$ cat src/rtl/mul_pkg.sv
// mul_pkg: shared widths, default issue window and FSM state encoding for the HI/LO multiply controller
//   MUL_W            operand width
//   MUL_PW           product width (2*MUL_W)
//   MUL_WAIT_CYCLES  default cycles operands are held before the product is sampled
//   state_e          IDLE / RUN / FIN controller states
package mul_pkg;
  localparam int MUL_W = 32;
  localparam int MUL_PW = 2 * MUL_W;
  localparam int MUL_WAIT_CYCLES = 2 * MUL_W + 1;
  typedef enum logic [1:0] {
    S_IDLE = 2'd0,
    S_RUN  = 2'd1,
    S_FIN  = 2'd2
  } state_e;
endpackage

$ cat src/rtl/mul_sign_fix.sv
// mul_sign_fix: operand magnitudes for a signed/unsigned request and conditional negate of the product
//   is_signed  in   1    operands are two's complement
//   op_a/op_b  in   W    raw operands
//   neg        in   1    product must be negated
//   prod       in   2W   unsigned magnitude product
//   abs_a/b    out  W    operand magnitudes (-2^(W-1) maps to 2^(W-1) unsigned)
//   res        out  2W   sign-corrected product
module mul_sign_fix
  import mul_pkg::*;
#(
  parameter int W = MUL_W
) (
  input  logic             is_signed,
  input  logic [W-1:0]     op_a,
  input  logic [W-1:0]     op_b,
  input  logic             neg,
  input  logic [2*W-1:0]   prod,
  output logic [W-1:0]     abs_a,
  output logic [W-1:0]     abs_b,
  output logic [2*W-1:0]   res
);
  assign abs_a = (is_signed && op_a[W-1]) ? -op_a : op_a;
  assign abs_b = (is_signed && op_b[W-1]) ? -op_b : op_b;
  assign res   = neg ? -prod : prod;
endmodule

$ cat src/rtl/mul_hilo_ctrl.sv
// mul_hilo_ctrl: issues operand magnitudes to a free-running shift-add multiplier, samples after a safe window, commits HI/LO
//   clk, rst_n          clock, async active-low reset
//   start, is_signed    multiply request (accepted only when idle), MULT vs MULTU
//   op_a, op_b          operands sampled with start
//   hi_we, lo_we, wdata direct HI/LO writes, honoured only when idle
//   mul_a, mul_b        registered magnitudes to the multiplier, held until next accept
//   mul_p               multiplier magnitude product
//   busy                high from accept edge until commit edge
//   done                one-cycle pulse when new HI/LO first visible
//   hi, lo              architectural HI/LO
module mul_hilo_ctrl
  import mul_pkg::*;
#(
  parameter int W = MUL_W,
  parameter int WAIT_CYCLES = MUL_WAIT_CYCLES
) (
  input  logic           clk,
  input  logic           rst_n,
  input  logic           start,
  input  logic           is_signed,
  input  logic [W-1:0]   op_a,
  input  logic [W-1:0]   op_b,
  input  logic           hi_we,
  input  logic           lo_we,
  input  logic [W-1:0]   wdata,
  output logic [W-1:0]   mul_a,
  output logic [W-1:0]   mul_b,
  input  logic [2*W-1:0] mul_p,
  output logic           busy,
  output logic           done,
  output logic [W-1:0]   hi,
  output logic [W-1:0]   lo
);
  localparam int CW = $clog2(WAIT_CYCLES);
  // A shorter window could sample a pass that mixed old and new operands.
  if (WAIT_CYCLES < 2 * W + 1) begin : g_bad_wait
    $error("mul_hilo_ctrl: WAIT_CYCLES must be >= 2*W+1");
  end
  state_e         state_q, state_d;
  logic [CW-1:0]  cnt_q, cnt_d;
  logic [W-1:0]   a_q, a_d, b_q, b_d, hi_q, hi_d, lo_q, lo_d, abs_a, abs_b;
  logic           neg_q, neg_d, done_q, done_d;
  logic [2*W-1:0] res;
  mul_sign_fix #(.W(W)) u_fix (
    .is_signed(is_signed),
    .op_a(op_a),
    .op_b(op_b),
    .neg(neg_q),
    .prod(mul_p),
    .abs_a(abs_a),
    .abs_b(abs_b),
    .res(res)
  );
  always_comb begin
    state_d = state_q;
    cnt_d   = cnt_q;
    a_d     = a_q;
    b_d     = b_q;
    neg_d   = neg_q;
    hi_d    = hi_q;
    lo_d    = lo_q;
    done_d  = 1'b0;
    case (state_q)
      S_IDLE: begin
        hi_d = hi_we ? wdata : hi_q;
        lo_d = lo_we ? wdata : lo_q;
        if (start) begin
          a_d     = abs_a;
          b_d     = abs_b;
          neg_d   = is_signed & (op_a[W-1] ^ op_b[W-1]);
          cnt_d   = CW'(WAIT_CYCLES - 1);
          state_d = S_RUN;
        end
      end
      S_RUN: begin
        state_d = (cnt_q == '0) ? S_FIN : S_RUN;
        cnt_d   = (cnt_q == '0) ? cnt_q : cnt_q - CW'(1);
      end
      S_FIN: begin
        {hi_d, lo_d} = res;
        done_d  = 1'b1;
        state_d = S_IDLE;
      end
      default: state_d = S_IDLE;
    endcase
  end
  always_ff @(posedge clk or negedge rst_n) begin
    if (!rst_n) begin
      state_q <= S_IDLE;
      cnt_q   <= '0;
      a_q     <= '0;
      b_q     <= '0;
      neg_q   <= 1'b0;
      hi_q    <= '0;
      lo_q    <= '0;
      done_q  <= 1'b0;
    end else begin
      state_q <= state_d;
      cnt_q   <= cnt_d;
      a_q     <= a_d;
      b_q     <= b_d;
      neg_q   <= neg_d;
      hi_q    <= hi_d;
      lo_q    <= lo_d;
      done_q  <= done_d;
    end
  end
  assign mul_a = a_q;
  assign mul_b = b_q;
  assign busy  = state_q != S_IDLE;
  assign done  = done_q;
  assign hi    = hi_q;
  assign lo    = lo_q;
endmodule
$ cat config.mk
export PLATFORM = sky130hd
export DESIGN_NAME = mul_hilo_ctrl
export DESIGN_NICKNAME = d
export VERILOG_FILES = /design/src/rtl/mul_pkg.sv /design/src/rtl/mul_sign_fix.sv /design/src/rtl/mul_hilo_ctrl.sv
export SDC_FILE = /design/constraint.sdc
export NUM_CORES = 1
export LEC_CHECK = 0
export CORE_MARGIN = 5
export CORE_UTILIZATION = 45
export DETAILED_ROUTE_END_ITERATION = 8
export DONT_BUFFER_PORTS = 1
export PLACE_DENSITY_LB_ADDON = 0.12
export SYNTH_ARGS = -nofsm -noshare
export SYNTH_HDL_FRONTEND = slang
export SYNTH_SLANG_ARGS = --single-unit
$ cat constraint.sdc
create_clock -name clk -period 2.3 [get_ports clk]
set_input_delay 0.23 -clock clk [delete_from_list [all_inputs] [get_ports clk]]
set_output_delay 0.23 -clock clk [all_outputs]
set_load 0.02 [all_outputs]
## After elaboration in Yosys (flattened, before gate mapping)

Index checks and enable logic that the tools add are counted.
Widths: inputs -> output; s select.

| cells by class | value |
|---|---|
| bitwise operators | 2 |
| mux-type cells | 14 |
| eq/ne operators | 6 |
| add/subtract/negate cells | 4 |
| reduce and logical (&&, ||, !) cells | 11 |

Operators with widths:

| cell | count |
|---|---|
| $mux 32 | 4 |
| $pmux 32 s2 | 2 |
| $mux 64 | 1 |
| $neg 32->32 | 2 |
| $neg 64->64 | 1 |
| $mux 7 | 2 |
| $pmux 7 s2 | 1 |
| $ne 2x2->1 const B | 4 |
| $logic_not 7->1 | 1 |
| $sub 7x1->7 const B | 1 |
| $reduce_and 2->1 | 3 |
| $reduce_bool 2->1 | 3 |
| $mux 2 | 2 |
| $pmux 2 s2 | 1 |
| $reduce_and 3->1 | 1 |
| $eq 2x1->1 const B | 1 |
| $eq 2x2->1 const B | 1 |
| $logic_and 1x1->1 | 2 |
| $logic_not 2->1 | 1 |
| $and 1x1->1 | 1 |
| $mux 1 | 1 |
| $xor 1x1->1 | 1 |

| storage, ports and cells | value |
|---|---|
| register bits | 139 |
| output and inout port bits | 130 |
| input port bits | 166 |

## Longest topological paths before layout

| depth | value |
|---|---|
| depth in word-level cells | 3 |
| gate-level depth with buffers | 9 |

## Cells and area by module

Synthesis repeated with hierarchy kept, for this count alone.

| unflattened totals | value |
|---|---|
| cells, all modules | 1057 |
| area total of the unflattened synthesis | 8638.3 sq um |

Modules (own cells, without submodules):

| module | area each (sq um) | cells an instance | instances | seq. area each (sq um) |
|---|---|---|---|---|
| mul_hilo_ctrl | 5799.3 | 637 | 1 | 3478.3 |
| mul_sign_fix | 2839.0 | 420 | 1 | 0.0 |

## Worst setup path before layout

Ideal clock, no wire load.

| timing path | value |
|---|---|
| path kind | input-to-reg |
| start point | input port mul_p[44] |
| end point | register hi_q[19] (netlist: hi[19]) |
| data required time | 2.164 ns |
| path slack | 0.002 ns |
| data arrival time | 2.162 ns |
| stages | 7 |
| cells stage by stage | or4_4 > or4b_1 > buf_2 > or3_1 > o31a_1 > xnor2_1 > a21oi_1 |

| between the ends | value |
|---|---|
| cells in the longest elaborated chain, start to end | 3 |

Ends and longest elaborated chain:

| what | RTL line | text |
|---|---|---|
| from (decl) | mul_hilo_ctrl.sv:28 | `input logic [2*W-1:0] mul_p,` |
| $neg 64->64 | mul_sign_fix.sv:24 | `assign res = neg ? -prod : prod;` |
| $mux 64 | mul_sign_fix.sv:24 |  |
| $pmux 32 s2 | mul_hilo_ctrl.sv:63 | `case (state_q)` |
| to (signal assigned) | mul_hilo_ctrl.sv:103 | `hi_q <= hi_d;` |
| to (decl) | mul_hilo_ctrl.sv:41 | `logic [W-1:0] a_q, a_d, b_q, b_d, hi_q, hi_d, lo_q, lo_d, abs_a, abs_b;` |

No other way between the ends.
A chain may end at the register's enable or synchronous reset.

## Worst setup path after layout

| timing path | value |
|---|---|
| start point | input port mul_p[29] |
| end point | register hi_q[6] (netlist: hi[6]) |

The elaborated chain is that of the path after synthesis.

==> out/qor_table.md <==
| Step | Quantity | Value |
|:---|:---|:---|
| status | Status | finished with violations |
| status | Failing checks | negative hold slack |
| synth | Area of the mapped netlist | 8390 um^2 |
| critical path | CP startpoint kind | input port |
| synth | Flip-flop and latch count after synthesis | 139 |
| synth | Yosys top cell by area | sky130_fd_sc_hd__dfrtp_1 |
| synth | Async SR Flop Fraction | 100% |
| die | Starting utilization of the core area | 45.3% |
| synth | Mapped Cells | 967 |
| synth | Cell types with the highest counts after synthesis | sky130_fd_sc_hd__nand2_1, sky130_fd_sc_hd__dfrtp_1, sky130_fd_sc_hd__o21ai_0, sky130_fd_sc_hd__nor2_1, sky130_fd_sc_hd__xor2_1 |
| sta | Slew at the pin closest to its max-slew limit | 0.587 ns |
| clock network | Clock Tree Root | sky130_fd_sc_hd__clkbuf_16 |
| critical path | WP buf/inv | 3 |
| die | Area of the die | 21500 um^2 |
| sta | Worst Hold Margin | -0.493 ns |
| sta | Relative max-transition margin | 60.8% |
| cells and area | Proportion of layout cells with a drive suffix above 1 | 10.6% |
| cells and area | Number of diodes added for antenna fixing | 0 |
| cells and area | Area added between synthesis and finish | 17.9% |
| critical path | Type of the worst setup path | input port to flop |
| clock network | Clock latency at the later pin of the worst-skew pair | 0.42 ns |
| sta | Count of final hold-check violations | 139 |
| global route | Maximum number of pins on one net before global-route repair | 140 |
| cells and area | Multi-input gate area | 4640 um^2 |
| drt | Number of design-rule violations left by the first detailed-router iteration | 458 |
| flow run | Count of maximum capacitance violations | 0 |
| power and ir drop | Power per cell area | 1170 nW/um^2 |
| synth | Number of distinct standard cells referenced by the synthesized netlist | 60 |
| critical path | Cell class contributing the biggest share of worst-path delay | simple AND/OR/NAND/NOR gates |
| sta | Number of setup violations in the final report | 0 |
| drt | Routed wire per std cell | 22.9 um |
| cells and area | Area used by sequential logic in the layout | 3480 um^2 |
| die | Boundary pin count | 296 |
| sta | Final critical path time including I/O delays and setup | 2.16 ns |
| global route | Global route total overflow | 0 |
| synth | Synth Warn # | 0 |
| die | Die height | 147 um |
| clock network | Clock sink total | 139 |
| clock network | Maximum level of the CTS H-tree | 4 |
| critical path | Crit path DAT | 2.44 ns |
| critical path | Worst Setup End Kind | flop |
| clock network | CTS tree | yes |
| critical path | Max stage delay cell, worst path | sky130_fd_sc_hd__or4_1 |
| global route | Wire length of the first global-routing pass | 44100 um |
| min path | Class of the worst hold path | input port to async pin |
| global route | Overall global routing resource usage | 26.4% |
| placement | Cells after DPL | 1201 |
| die | Core Region | 18500 um^2 |
| synth | Syn nets | 1138 |
| cells and area | Post-layout nets | 1192 |
| drt | Count of nets left with antenna violations after detail routing | 0 |
| global route | Number of global-route vias before repair | 7524 |
| sta | Setup repair after global routing missed its margin | no |
| critical path | Most repeated library cell on the critical path | sky130_fd_sc_hd__buf_4 |
| synth | Post-synth top area share | 41.5% |
| sta | Highest achievable clock rate | 462 MHz |
| synth | Most used flip-flop cell after synthesis | sky130_fd_sc_hd__dfrtp_1 |
| drt | WL final | 29000 um |
| die | Chip width | 147 um |
| synth | Most used standard cell by instance count after synthesis | sky130_fd_sc_hd__nand2_1 |
| drt | Via count | 7454 |
| clock network | Longest Clk Path Bufs | 2 |
| synth | Synthesized area divided by synthesized cell count | 8.67 um^2 |
| sta | Worst Skew | 0.00701 ns |
| synth | Post-synth EDFFs | 0 |
| sta | Final worst-path cycle share | 94.1% |
| drt | Detailed-router iteration count before antenna repair | 5 |
| die | Placement row count | 50 |
| critical path | Critical-path maximum fanout | 5 |
| critical path | Data required time of the worst path | 2.58 ns |
| cells and area | Count of placed standard cells in the final layout, fillers left out | 1268 |
| cells and area | # fillers | 1770 |
| clock network | Number of buffers inserted during clock tree synthesis | 17 |
| critical path | Cells along the critical path | or4_1 > nor4_1 > buf_4 > nand3_1 > buf_4 > o21a_1 > xnor2_1 > buf_4 > a21boi_0 |
| clock network | Post-CTS clock slew at the launch and capture registers of the worst setup and hold paths | 0.06 ns |
| sta | Final number of max-transition violations | 0 |
| drt | Via density per instance | 5.88 |
| placement | Port Buffers | 0 |
| critical path | Delay contributed by the slowest stage of the critical path | 0.53 ns |
| synth | Most area-consuming cells after synthesis | sky130_fd_sc_hd__dfrtp_1, sky130_fd_sc_hd__xor2_1, sky130_fd_sc_hd__o21ai_0 |
| synth | Post-synthesis sequential area ratio | 41.5% |
| drt | Detailed-route DRC error count | 0 |
| power and ir drop | IR drop worst, VDD | 0.000574 V |
| placement | Final weighted congestion in routability-driven placement | 0.954 |
| global route | Antenna violations before repair | 0 |
| placement | Half-perimeter wire length of the detailed placement result | 21600 um |
| power and ir drop | Leakage power | 4.13 nW |
==> per-stage QoR <==
| stage | cell area, um^2 | total power, mW | setup WS, ns | TNS, ns | utilization (%) |
|---|---|---|---|---|---|
| floorplan | 8390 | 7.78 | 0.00189 | 0 | - |
| global placement | 8970 | 8.85 | -0.249 | -1.21 | 48.5 |
| detailed placement | 8970 | 8.90 | -0.214 | -1.18 | 48.5 |
| CTS | 9880 | 11.7 | 0.193 | 0 | 53.4 |
| global route | 9890 | 12.3 | 0.00726 | 0 | 53.4 |
| finish | 9890 | 11.5 | 0.135 | 0 | 53.4 |
==> flip-flops by register name, summed over array words and instances (netlist names) <==
register / cells
cnt_q: 7
mul_b: 32
mul_a: 32
state_q: 2
hi: 32
lo: 32
done: 1
neg_q: 1
==> worst paths after layout <==
path | startpoint | endpoint | slack (ns) | cells past startpoint
worst max register to register | state_q[0] | hi[6] | 0.45 | 6
worst max-delay path | mul_p[29] | hi[6] | 0.14 | 9
worst min register to register | cnt_q[5] | cnt_q[5] | 0.55 | 2
min in group clk | op_b[28] | mul_b[28] | 0.01 | 2
max in group asynchronous | rst_n | mul_b[2] | 2.58 | 0
worst min-delay path | rst_n | lo[0] | -0.49 | 0
==> cells in the final DEF, fill, tap and decap left out, types with 4 or more instances in the layout <==
cell	synthesis	routed
sky130_fd_sc_hd__buf_12	0	5
sky130_fd_sc_hd__o31ai_1	31	31
sky130_fd_sc_hd__nand3_1	21	21
sky130_fd_sc_hd__nor2_1	71	71
sky130_fd_sc_hd__xnor2_1	54	54
sky130_fd_sc_hd__inv_6	0	4
sky130_fd_sc_hd__dfrtp_1	139	139
sky130_fd_sc_hd__inv_1	19	19
sky130_fd_sc_hd__clkbuf_16	0	17
sky130_fd_sc_hd__nor3_1	23	23
sky130_fd_sc_hd__dlygate4sd3_1	0	35
sky130_fd_sc_hd__or3_1	11	11
sky130_fd_sc_hd__nor4_1	16	16
sky130_fd_sc_hd__or4_1	20	20
sky130_fd_sc_hd__xor2_1	66	66
sky130_fd_sc_hd__o22ai_1	6	6
sky130_fd_sc_hd__nand4_1	5	5
sky130_fd_sc_hd__o221ai_1	16	16
sky130_fd_sc_hd__a31oi_1	9	9
sky130_fd_sc_hd__ha_1	5	5
sky130_fd_sc_hd__o41ai_1	19	19
sky130_fd_sc_hd__nand2b_1	7	6
sky130_fd_sc_hd__buf_4	0	52
sky130_fd_sc_hd__or2_2	4	4
sky130_fd_sc_hd__nand2_1	147	146
sky130_fd_sc_hd__mux2i_1	12	12
sky130_fd_sc_hd__a221oi_1	5	5
sky130_fd_sc_hd__a21oi_1	35	35
sky130_fd_sc_hd__o21ai_0	113	113
sky130_fd_sc_hd__mux2_2	5	5
sky130_fd_sc_hd__and2_1	6	6
==> area by class of cell <==
type | count | share of cell area, %
Clock inverter | 12 | 1.13
Sequential cell | 139 | 35.2
Tap cell | 234 | 2.96
Inverter | 19 | 0.721
Multi-Input combinational cell | 752 | 46.9
Timing Repair Buffer | 92 | 8.50
Clock buffer | 20 | 4.62
==> cell families after synthesis <==
family	count (synthesis)	synth area share [%]
adders and majority gates	5	0.746
DFF	139	41.5
AOI/OAI and AO/OA	261	19.7
xor gates and xnor gates	120	12.5
and+or+nand+nor	349	20.0
buffers and inverters	76	3.45
muxes	17	2.10
==> report_power, final <==
group | internal [mW] | total (mW) | switching [mW]
clock | 1.56 | 2.67 | 1.12
sequential | 3.56 | 5.82 | 2.26
combinational | 1.41 | 3.05 | 1.64
total | 6.53 | 11.5 | 5.02
==> per-layer routing <==
layer	up-vias	share of wire (%)	global-route usage, %
met5	-	0	0
met3	42	12	12.9
li1	3574	-	-
met4	0	3.3	10.0
met2	310	47	43.3
met1	3528	37	29.8
==> what timing repair did <==
action | in CTS | in global routing
setup endpoints to repair | 0 | 1
buffers inserted | 0 | 0
gates resized for setup | 0 | 0
endpoints found under the hold margin | 172 | 140
hold buffers | 34 | 1
No activity file was read; power rests on OpenSTA's default activity.
